`src/rtl/lcd_bus_target.sv`:
```
// Panel-side target of an 8080-style parallel LCD bus.
// Host strobes are synchronised into i_clk. Each completed write is captured
// as an {rs,data} word into a small FIFO, which drains over a valid/ready stream.
// A host read raises a one-cycle request and then drives back i_rdata.
module lcd_bus_target #(
   parameter int DW          = 24,
   parameter int FIFO_DEPTH  = 4,
   parameter int SYNC_STAGES = 2
) (
   input  logic          i_clk,
   input  logic          i_rst,
   input  logic          i_cs,
   input  logic          i_rs,
   input  logic          i_wr,
   input  logic          i_rd,
   input  logic          i_lcd_rst,
   input  logic [DW-1:0] i_data,
   output logic [DW-1:0] o_data,
   output logic          o_data_oe,
   output logic [DW-1:0] o_word,
   output logic          o_word_rs,
   output logic          o_word_valid,
   input  logic          i_word_ready,
   output logic          o_rd_req,
   output logic          o_word_rs_rd,
   input  logic [DW-1:0] i_rdata,
   output logic          o_lcd_rst,
   output logic          o_overflow,
   input  logic          i_clr_ovf
);

   localparam int AW = $clog2(FIFO_DEPTH);
   localparam int CW = AW + 1;

   typedef enum logic {W_IDLE, W_ACT} wstate_e;
   typedef enum logic [1:0] {R_IDLE, R_REQ, R_DRV} rstate_e;

   logic [SYNC_STAGES-1:0]         cs_sync_q, rs_sync_q, wr_sync_q, rd_sync_q, lrst_sync_q;
   logic [SYNC_STAGES-1:0][DW-1:0] data_sync_q;
   logic                           wr_prev_q;
   logic                           cs_s, rs_s, wr_s, rd_s, lrst_s, wr_rise;
   logic [DW-1:0]                  data_s;

   wstate_e                        w_state_q;
   rstate_e                        r_state_q;
   logic                           rd_req_q, rs_rd_q, oe_q;
   logic [DW-1:0]                  rdata_q;

   logic [FIFO_DEPTH-1:0][DW:0]    mem_q;
   logic [AW-1:0]                  wr_ptr_q, wr_ptr_d, rd_ptr_q, rd_ptr_d;
   logic [CW-1:0]                  count_q, count_d;
   logic                           ovf_q, ovf_d;
   logic                           push, pop, full, push_ok;

   // Synchronise every bus input; the data bus shares the same depth so it stays aligned with WR.
   always_ff @(posedge i_clk or posedge i_rst) begin
      if (i_rst) begin
         cs_sync_q   <= '1;
         rs_sync_q   <= '0;
         wr_sync_q   <= '1;
         rd_sync_q   <= '1;
         lrst_sync_q <= '1;
         data_sync_q <= '0;
         wr_prev_q   <= 1'b1;
      end else begin
         cs_sync_q   <= {cs_sync_q[SYNC_STAGES-2:0], i_cs};
         rs_sync_q   <= {rs_sync_q[SYNC_STAGES-2:0], i_rs};
         wr_sync_q   <= {wr_sync_q[SYNC_STAGES-2:0], i_wr};
         rd_sync_q   <= {rd_sync_q[SYNC_STAGES-2:0], i_rd};
         lrst_sync_q <= {lrst_sync_q[SYNC_STAGES-2:0], i_lcd_rst};
         data_sync_q <= {data_sync_q[SYNC_STAGES-2:0], i_data};
         wr_prev_q   <= wr_s;
      end
   end

   assign cs_s    = cs_sync_q[SYNC_STAGES-1];
   assign rs_s    = rs_sync_q[SYNC_STAGES-1];
   assign wr_s    = wr_sync_q[SYNC_STAGES-1];
   assign rd_s    = rd_sync_q[SYNC_STAGES-1];
   assign lrst_s  = lrst_sync_q[SYNC_STAGES-1];
   assign data_s  = data_sync_q[SYNC_STAGES-1];
   assign wr_rise = wr_s & ~wr_prev_q;

   // A write completes on the WR rising edge while still selected; panel reset blocks it.
   assign push = (w_state_q == W_ACT) & wr_rise & ~cs_s & lrst_s;
   assign pop  = o_word_valid & i_word_ready & lrst_s;

   // Write FSM: WR and RD low together keeps both FSMs idle until one strobe releases.
   always_ff @(posedge i_clk or posedge i_rst) begin
      if (i_rst) begin
         w_state_q <= W_IDLE;
      end else if (!lrst_s) begin
         w_state_q <= W_IDLE;
      end else begin
         case (w_state_q)
            W_IDLE: if (!cs_s && !wr_s && rd_s && r_state_q == R_IDLE) w_state_q <= W_ACT;
            W_ACT:  if (wr_rise || cs_s) w_state_q <= W_IDLE;
            default: w_state_q <= W_IDLE;
         endcase
      end
   end

   // Read FSM with registered request pulse, drive enable and read data.
   always_ff @(posedge i_clk or posedge i_rst) begin
      if (i_rst) begin
         r_state_q <= R_IDLE;
         rd_req_q  <= 1'b0;
         rs_rd_q   <= 1'b0;
         oe_q      <= 1'b0;
         rdata_q   <= '0;
      end else if (!lrst_s) begin
         r_state_q <= R_IDLE;
         rd_req_q  <= 1'b0;
         oe_q      <= 1'b0;
      end else begin
         rd_req_q <= 1'b0;
         case (r_state_q)
            R_IDLE: begin
               if (!cs_s && !rd_s && wr_s && w_state_q == W_IDLE) begin
                  r_state_q <= R_REQ;
                  rd_req_q  <= 1'b1;
                  rs_rd_q   <= rs_s;
               end
            end
            R_REQ: begin
               // i_rdata is taken one clock after the request pulse.
               r_state_q <= R_DRV;
               rdata_q   <= i_rdata;
               oe_q      <= 1'b1;
            end
            R_DRV: begin
               if (rd_s || cs_s) begin
                  r_state_q <= R_IDLE;
                  oe_q      <= 1'b0;
               end
            end
            default: r_state_q <= R_IDLE;
         endcase
      end
   end

   // FIFO next state: a pop frees the slot for a same-cycle push when full; panel reset flushes.
   always_comb begin
      full     = (count_q == CW'(FIFO_DEPTH));
      push_ok  = push & (~full | pop);
      wr_ptr_d = wr_ptr_q + AW'(push_ok);
      rd_ptr_d = rd_ptr_q + AW'(pop);
      count_d  = count_q + CW'(push_ok) - CW'(pop);
      ovf_d    = (push & full & ~pop) | (ovf_q & ~i_clr_ovf);
      if (!lrst_s) begin
         wr_ptr_d = '0;
         rd_ptr_d = '0;
         count_d  = '0;
      end
   end

   // FIFO storage, pointers and the sticky overflow flag.
   always_ff @(posedge i_clk or posedge i_rst) begin
      if (i_rst) begin
         mem_q    <= '0;
         wr_ptr_q <= '0;
         rd_ptr_q <= '0;
         count_q  <= '0;
         ovf_q    <= 1'b0;
      end else begin
         if (push_ok) mem_q[wr_ptr_q] <= {rs_s, data_s};
         wr_ptr_q <= wr_ptr_d;
         rd_ptr_q <= rd_ptr_d;
         count_q  <= count_d;
         ovf_q    <= ovf_d;
      end
   end

   assign o_word       = mem_q[rd_ptr_q][DW-1:0];
   assign o_word_rs    = mem_q[rd_ptr_q][DW];
   assign o_word_valid = |count_q;
   assign o_overflow   = ovf_q;
   assign o_lcd_rst    = ~lrst_s;
   assign o_rd_req     = rd_req_q;
   assign o_word_rs_rd = rs_rd_q;
   assign o_data_oe    = oe_q;
   assign o_data       = rdata_q;

endmodule

```
`config.mk`:
```
export PLATFORM = sky130hd
export DESIGN_NAME = lcd_bus_target
export DESIGN_NICKNAME = d
export VERILOG_FILES = /design/src/rtl/lcd_bus_target.sv
export SDC_FILE = /design/constraint.sdc
export NUM_CORES = 1
export LEC_CHECK = 0
export CAP_MARGIN = 20
export CORE_ASPECT_RATIO = 1.1
export CORE_MARGIN = 1.5
export CORE_UTILIZATION = 54
export DETAILED_ROUTE_END_ITERATION = 16
export HOLD_SLACK_MARGIN = 0.03
export PLACE_DENSITY = 0.8
export SLEW_MARGIN = 40
export SYNTH_ARGS = -nofsm -noshare
export SYNTH_HDL_FRONTEND = slang
export SYNTH_SLANG_ARGS = --single-unit
export TNS_END_PERCENT = 20
```
`constraint.sdc`:
```
create_clock -name i_clk -period 8.35 [get_ports i_clk]
set_input_delay 1.2525 -clock i_clk [delete_from_list [all_inputs] [get_ports i_clk]]
set_output_delay 1.2525 -clock i_clk [all_outputs]
set_load 0.01 [all_outputs]
```
==> out/results.tsv, run 1 <==
stage	metric	value	unit
worst_setup_path	crit end category	output pin	
yosys	mapped cell area	0.00752	mm^2
place	post-detail-place hpwl	8460	um
yosys	Post-synth EDFFs	0	
sta	RSZ-0062 raised after global routing	no	
yosys	Post-synth ARST share	1.00	
sta	final setup vio count	0	
sta	fmax	280	MHz
yosys	YS warnings	0	
place	RePlAce Congestion	0.765	
worst_setup_path	critical-path cell list	mux4_2 -> clkdlybuf4s50_1	
detailed_routing	via/cell ratio	5.36	
detailed_routing	router iterations before antenna repair	4	
worst_setup_path	critical path's slowest cell	dfrtp_4	
status	outcome	completed	
yosys	Seq/Total Area, Yosys	0.657	
sta	Least-Margin Pin Slew	706	ps
sta	fin crit share	0.428	
clock_network	CTS tree	yes	
final_layout	P&R area growth vs syn	24.8	%
place	Setup WS pre-CTS	4440	ps
global_route	largest net degree at the start of global routing	119	
floorplanning	CORE AREA	0.0137	mm^2
floorplanning	die area	0.0146	mm^2
yosys	Mapped Cells	422	
worst_setup_path	Worst path max stage delay	770	ps
yosys	area share of the largest cell type after synthesis	0.626	
clock_network	Clock Latency Late Sink	430	ps
global_route	first-pass GRT wire length	22300	um
clock_network	clock slew at reported path FFs	70	ps
yosys	Seq cells post-synth	197	
place	PortBufs	111	
power	Peak VDD IR	0.000151	V
clock_network	CTS Buf Count	17	
detailed_routing	DRT iter0 DRCs	151	
worst_setup_path	CP Max Fanout	26	
worst_setup_path	Worst Path Arrival	2320	ps
clock_network	number of gates resized after cts	0	
sta	clock skew	10.0	ps
sta	Period minus WS final	3580	ps
sta	final setup margin	4770	ps
worst_setup_path	worst setup path category	flop to output pin	
detailed_routing	Detailed Route WL	13700	um
clock_network	Post-CTS Setup Bufs	0	
yosys	Distinct cells, synth	38	
worst_setup_path	CP required	7100	ps
final_layout	fin nets	600	
clock_network	# hold bufs at CTS	0	
final_layout	share of cells above drive strength 1	0.365	
global_route	initial antenna violation count	0	
detailed_routing	DRC Markers	0	
yosys	leading area contributor after synthesis	dfrtp_1	
final_layout	fillers	920	
global_route	vias in the first global route	4371	
yosys	Synth top cells by count	188 x dfrtp_1, 119 x mux2_2, 25 x mux4_2, 9 x dfstp_2	
clock_network	clk buf depth	2	
detailed_routing	Post-DRT Antenna Nets	0	
power	leak pwr	4.23	nW
worst_setup_path	crit start category	flop	
floorplanning	row count	45	
power	total power density per cell area	232	mW/mm^2
job	max cap viols	0	
global_route	gr ovfl total	0	
power	overall power	2.17	mW
clock_network	clk sinks	197	
yosys	synthesized area per cell	17.8	um^2
yosys	synth top area cells	dfrtp_1 63%, mux2_2 18%, mux4_2 7.5%, dfstp_2 3.1%, a211oi_4 1.3%	
sta	Max-slew headroom	0.528	
worst_setup_path	Worst Path Buf+Inv	1	
sta	final hold violations	0	
final_layout	ANT cells	0	
clock_network	CTS Root Cell	clkbuf_16	
sta	Final TNS setup	0	ps
clock_network	H-tree levels	4	
floorplanning	number of I/O pins	112	
sta	Final Max Tran Viols	0	
sta	final hold slack	348	ps
floorplanning	Die X	115	um
hold_path	HP Class	flop to flop	
global_route	GRT Resource Usage Total	0.203	
detailed_routing	Routed WL per cell	18.5	um
floorplanning	starting density of the core	0.549	
yosys	main flop type after synthesis	dfrtp_1	
floorplanning	Vert. Die Dim	127	um
detailed_routing	Vias	3963	
yosys	top-count cell post-synth	dfrtp_1	
yosys	Synthesized Nets	484	
worst_setup_path	cell family with most CP delay	flip-flops	
[cell type report]
cell class / count / area (um^2) / area share
repair buffers: 117 / 1160 / 0.124
inverters: 6 / 35.0 / 0.00373
clock inverters: 12 / 154 / 0.0164
clock buffers: 20 / 447 / 0.0476
multi-input cells: 199 / 2410 / 0.257
well taps: 188 / 235 / 0.0251
flip-flops and latches: 197 / 4940 / 0.527
[path summary, 6_finish.rpt]
| path | slack, ps | cells past startpoint | from | to |
|---|---|---|---|---|
| worst max-delay path | 4770 | 2 | rd_ptr_q[0] | o_word[8] |
| worst min-delay path | 350 | 0 | data_sync_q[1] | data_s[1] |
| worst max register to register | 5580 | 4 | lrst_sync_q[1] | mem_q[52] |
| worst min register to register | 350 | 0 | data_sync_q[1] | data_s[1] |
| max in group asynchronous | 5870 | 3 | i_rst | rd_ptr_q[0] |
| min in group asynchronous | 1310 | 2 | i_rst | mem_q[28] |
[through the flow]
step	area [um^2]	utilization	std cells
detailed placement	8780	0.642	707
global route	9380	0.686	739
global placement	8770	0.641	707
finish	9380	0.686	739
CTS	9380	0.685	739
floorplan	7520	-	422
[layout by cell type, fill, tap and decap left out, types with 3 or more instances in the layout]
master           instances
mux4_2                  25
mux2_4                   3
nor2_1                   7
mux2_2                 119
clkinv_4                 3
and2_1                   4
dfrtp_1                187
inv_1                    5
a211oi_4                 5
dfstp_2                  9
clkdlybuf4s50_1        111
bufinv_16                3
mux2_1                   3
buf_4                    5
clkbuf_16               17
ha_1                     4
[metal layers]
metal | wire length, um | track usage
met1 | 5920 | 0.257
met2 | 6740 | 0.325
met3 | 829 | 0.0750
met4 | 172 | 0.0646
met5 | 0 | 0
[worst reg2reg max path, cell delays in order (launching register included)]
cell	delay [ps]
dfstp_2	660
nand4bb_1	440
a211oi_4	770
buf_4	400
mux2_2	380
[state kept, by name (all words and copies together), names as in the netlist, 2 cells and up]
signal       count
mem_q          100
data_s          24
data_sync_q     24
o_data          24
count_q          3
cs_sync_q        2
lrst_sync_q      2
r_state_q        2
rd_ptr_q         2
rd_sync_q        2
rs_sync_q        2
wr_ptr_q         2
wr_sync_q        2
[power breakdown]
| part | internal (mW) | switching [mW] | total (mW) |
|---|---|---|---|
| combinational | 0.168 | 0.101 | 0.269 |
| sequential | 1.02 | 0.0609 | 1.08 |
| clock | 0.479 | 0.347 | 0.827 |
[cells by family (layout without fill, tap and decap cells)]
kind of cell               after synthesis  in the layout  synth area share
buffers and inverters                   26            155            0.0228
DFF                                    197            197             0.657
adders and majority gates                5              5           0.00932
xor gates and xnor gates                 3              3           0.00350
and+or+nand+nor                         31             31            0.0256
AOI/OAI and AO/OA                       10             10            0.0178
muxes                                  150            150             0.264
Note: power is estimated with default switching activity, not from simulation.
==> run 2, diff against run 1 <==
==> constraint.sdc (replaced) <==
create_clock -name i_clk -period 3.7 [get_ports i_clk]
set_input_delay 0.555 -clock i_clk [delete_from_list [all_inputs] [get_ports i_clk]]
set_output_delay 0.555 -clock i_clk [all_outputs]
set_load 0.01 [all_outputs]
==> out/results.tsv, run 2 (synthesized netlist as in run 1, its figures left out) <==
stage	metric	value	unit
status	outcome	completed	
worst_setup_path	worst setup path category	flop to output pin	
worst_setup_path	r2r endpoint	count_q[2]	
clock_network	CTS tree	yes	
floorplanning	row count	45	
sta	Final TNS setup	0	ps
final_layout	share of cells above drive strength 1	0.370	
global_route	initial antenna violation count	0	
floorplanning	number of I/O pins	112	
power	Peak VDD IR	0.000374	V
clock_network	# hold bufs at CTS	0	
global_route	vias in the first global route	4451	
sta	fmax	342	MHz
power	leak pwr	4.29	nW
clock_network	clk buf depth	2	
sta	Max-slew headroom	0.552	
global_route	GRT Resource Usage Total	0.204	
detailed_routing	via/cell ratio	5.35	
worst_setup_path	Worst Path Arrival	2360	ps
final_layout	Largest Register	mem_q	
detailed_routing	Post-DRT Antenna Nets	0	
detailed_routing	Vias	3973	
worst_setup_path	Setup crit end	o_word[12]	
final_layout	commonest non-fill, non-tap cell in the layout	dfrtp_1	
power	total power density per cell area	539	mW/mm^2
floorplanning	CORE AREA	0.0137	mm^2
clock_network	H-tree levels	4	
clock_network	Clock Latency Late Sink	430	ps
floorplanning	Vert. Die Dim	127	um
floorplanning	Die X	115	um
worst_setup_path	crit end category	output pin	
global_route	largest net degree at the start of global routing	126	
detailed_routing	Detailed Route WL	13600	um
clock_network	CTS Buf Count	17	
detailed_routing	router iterations before antenna repair	4	
floorplanning	die area	0.0146	mm^2
worst_setup_path	CP Max Fanout	12	
sta	Period minus WS final	2920	ps
sta	final setup vio count	0	
place	PortBufs	111	
detailed_routing	DRC Markers	0	
sta	fin crit share	0.789	
power	overall power	5.13	mW
detailed_routing	DRT iter0 DRCs	176	
final_layout	fin nets	603	
sta	Final Max Tran Viols	0	
final_layout	ANT cells	0	
final_layout	number of flip-flops in the largest register	100	
sta	final hold slack	348	ps
job	max cap viols	0	
hold_path	HP Class	flop to flop	
clock_network	clk sinks	197	
final_layout	P&R area growth vs syn	26.6	%
clock_network	Post-CTS Setup Bufs	0	
worst_setup_path	Worst Setup SP	rd_ptr_q[1]	
sta	Least-Margin Pin Slew	671	ps
global_route	gr ovfl total	0	
place	post-detail-place hpwl	8590	um
worst_setup_path	CP required	3140	ps
sta	final hold violations	0	
worst_setup_path	R2R cell count	10	
final_layout	most frequent cells in the layout	187 x dfrtp_1, 119 x mux2_2, 111 x clkdlybuf4s50_1, 25 x mux4_2, 17 x clkbuf_16	
clock_network	number of gates resized after cts	0	
worst_setup_path	reg2reg start	count_q[2]	
floorplanning	starting density of the core	0.549	
place	RePlAce Congestion	0.687	
worst_setup_path	crit start category	flop	
clock_network	CTS Root Cell	clkbuf_16	
worst_setup_path	R2R Setup Slk	1070	ps
sta	RSZ-0062 raised after global routing	no	
detailed_routing	Routed WL per cell	18.3	um
global_route	first-pass GRT wire length	22400	um
sta	clock skew	9.00	ps
clock_network	clock slew at reported path FFs	70	ps
run 2: changes by cell type in the layout (fill, tap and decap cells not counted), sizes merged:
cell	previous run	this run
clkinv	7	4
bufinv	3	6
buf	6	9
run 2: routing by layer:
metal / GRT usage / part of all wire / routed length (um)
met5: 0 / 0 / 0
met3: 0.0698 / 0.068 / 919
met1: 0.252 / 0.40 / 5460
met2: 0.334 / 0.51 / 6920
met4: 0.0770 / 0.019 / 252
run 2: power by group:
part | switching [mW] | internal, mW | total (mW)
logic | 0.253 | 0.391 | 0.644
registers | 0.116 | 2.30 | 2.41
clock network | 0.767 | 1.30 | 2.07
run 2: layout make-up:
type	instances	area, um^2
inverter	6	26.3
tap	188	235
fill	893	4160
clock buffer	20	457
clock inverter	12	223
timing repair buffer	120	1230
multi-input combinational	199	2410
sequential	197	4940
run 2: how the worst min path moves through the flow:
stage                    start          to  slack, ps  cells past startpoint
6_report        data_sync_q[4]   data_s[4]        350                      0
5_1_grt         data_sync_q[4]   data_s[4]        350                      0
4_1_cts        data_sync_q[13]  data_s[13]        350                      0
3_5_place_dp   data_sync_q[13]  data_s[13]        330                      0
3_3_place_gp    data_sync_q[0]   data_s[0]        330                      0
2_1_floorplan   data_sync_q[0]   data_s[0]        330                      0
run 2: worst max-delay path, stage by stage, from the launching register on:
cell and delay [ps]:
dfrtp_1 750, buf_4 340, mux4_2 340, clkdlybuf4s50_1 500
run 2: through the flow:
step,cells,util,setup WS (ps),cell area (um^2)
2_1_floorplan,422,-,606,7520
5_1_grt,742,0.696,652,9520
3_5_place_dp,710,0.646,475,8840
6_report,742,0.696,780,9520
3_3_place_gp,710,0.646,602,8840
4_1_cts,742,0.696,720,9520
==> patch: new RTL, config.mk and constraints of run 2 <==
Set the parameter `FIFO_DEPTH` to 2 (it was 4).
--- a/src/rtl/lcd_bus_target.sv
+++ b/src/rtl/lcd_bus_target.sv
@@ -6,3 +6,3 @@
    parameter int DW          = 24,
-   parameter int FIFO_DEPTH  = 4,
+   parameter int FIFO_DEPTH  = 2,
    parameter int SYNC_STAGES = 2
Function: changed (a bounded check fails within 10 cycles, from zero or initial values and one cycle with i_rst high).
==> patch against run 2 <==
Synthesized cell count down 30%. Highest routed layer unchanged. Count of clock-buffer cells in the layout unchanged. Area after synthesis fell by 31%. Power shrank 21%. Wire length decreased by 31%. Sequential cell count shrank 53. Clock power down 14%. First-iteration DRC count is 38% lower. Largest power group unchanged. Critical path depth unchanged. Final area shrank 26%. Global-route usage down 0.41 points. Worst setup slack got worse by 0.059 ns. Cell count shrank 26%.
==> patch: results (changes against run 2) <==
metric	value	unit	change
outcome	finished clean		
clk root buf	sky130_fd_sc_hd__clkbuf_8		
number of non-clock inverters	5		-1
leak pwr	3.27	nW	-24%
arrival time at the worst endpoint	2.42	ns	+0.06 ns
average size of a mapped cell	17.4	sq um	-2.1%
final HPWL from detailed placement	5830	microns	-32%
total track usage	0.200		-0.00406
sequential-to-total area share from yosys stat	0.698		+0.0405
largest fanout on the critical path	16		+4
WL met1	3800	microns	-30%
portion of the layout cell area used by clock cells	0.0887		+0.0174
synth top area cells	sky130_fd_sc_hd__dfrtp_1 (65%), sky130_fd_sc_hd__mux2_2 (17%), sky130_fd_sc_hd__mux2_4 (5.8%)		
fraction of layout instances using a drive strength above 1	0.336		-0.0344
wire length on met3	663	microns	-28%
setup slack of the worst register-to-register path	1.53	ns	+0.46 ns
routing usage on met3	0.0938		+0.0240
total placed cells including tap cells	518		-27%
Detailed Route WL	9320	microns	-31%
hold endpoint	data_s[22]		
path depth of the worst reg2reg path	6		-4
Final Instance Count excl. Fillers	549		-26%
number of buffers outside the clock class in the layout	115		-4.2%
DRC violation total after the first TritonRoute iteration	110		-38%
non-clock buffering overhead in the final layout	0.164		+0.0352
sequential fraction of total cell area	0.515		-0.00440
routability cong.	0.723		+5.1%
Net count, final	481		-20%
routing usage on met1	0.240		-0.0112
routed length on met2	4800	microns	-31%
r2r startpoint	lrst_sync_q[1]		
first element of the critical path	rd_ptr_q		
Peak supply drop	0.370	mV	-1.2%
largest clock skew in the final design	0.00531	ns	-0.00368 ns
terminus of the critical flop-to-flop path	mem_q[8]		
area of all placed cells without fillers	0.00702	sq mm	-26%
via count	2804		-29%
pin count of the biggest net entering global routing	115		-8.7%
Crit path largest cell delay	0.68	ns	-0.07 ns
post-synth net total	358		-26%
clock latency of the later-clocked register in the worst-skew pair	0.51	ns	+0.08 ns
first-pass GRT wire length	14900	microns	-33%
total number of sequential cells	144		-27%
slew of the pin with the lowest slew margin	0.697	ns	+0.0253 ns
area after detailed placement	0.00640	sq mm	-28%
final critical path time including I/O delays and setup	2.98	ns	+0.0594 ns
Unique masters post-synth	29		-24%
Filler cells	566		-37%
max FFs per register	50		-50%
[patch: cells by family (layout without fill, tap and decap cells)]
group,count (synthesis),in the layout,share of synthesized area
DFF,144,144,0.698
xor gates and xnor gates,3,3,0.00507
muxes,100,100,0.232
adders and majority gates,4,4,0.00966
and+or+nand+nor,27,27,0.0316
AOI/OAI and AO/OA,3,3,0.00386
buffers and inverters,16,151,0.0200
[patch: through the flow]
| step | hold WS [ns] | power [W] |
|---|---|---|
| global placement | 0.332 | 0.00229 |
| floorplan | 0.331 | 0.00200 |
| global route | 0.352 | 0.00421 |
| finish | 0.344 | 0.00405 |
| CTS | 0.350 | 0.00410 |
| detailed placement | 0.336 | 0.00230 |
[patch: critical path: cells and delay by family (launching register included)]
kind	cells	cell delay, ns
buffers and inverters	2	0.84
multiplexers	1	0.39
flip-flops	1	0.68
[patch: report_power, final]
part	switching, W	internal [W]
Sequential	0.0000716	0.00171
Clock	0.000602	0.00117
Combinational	0.000167	0.000329
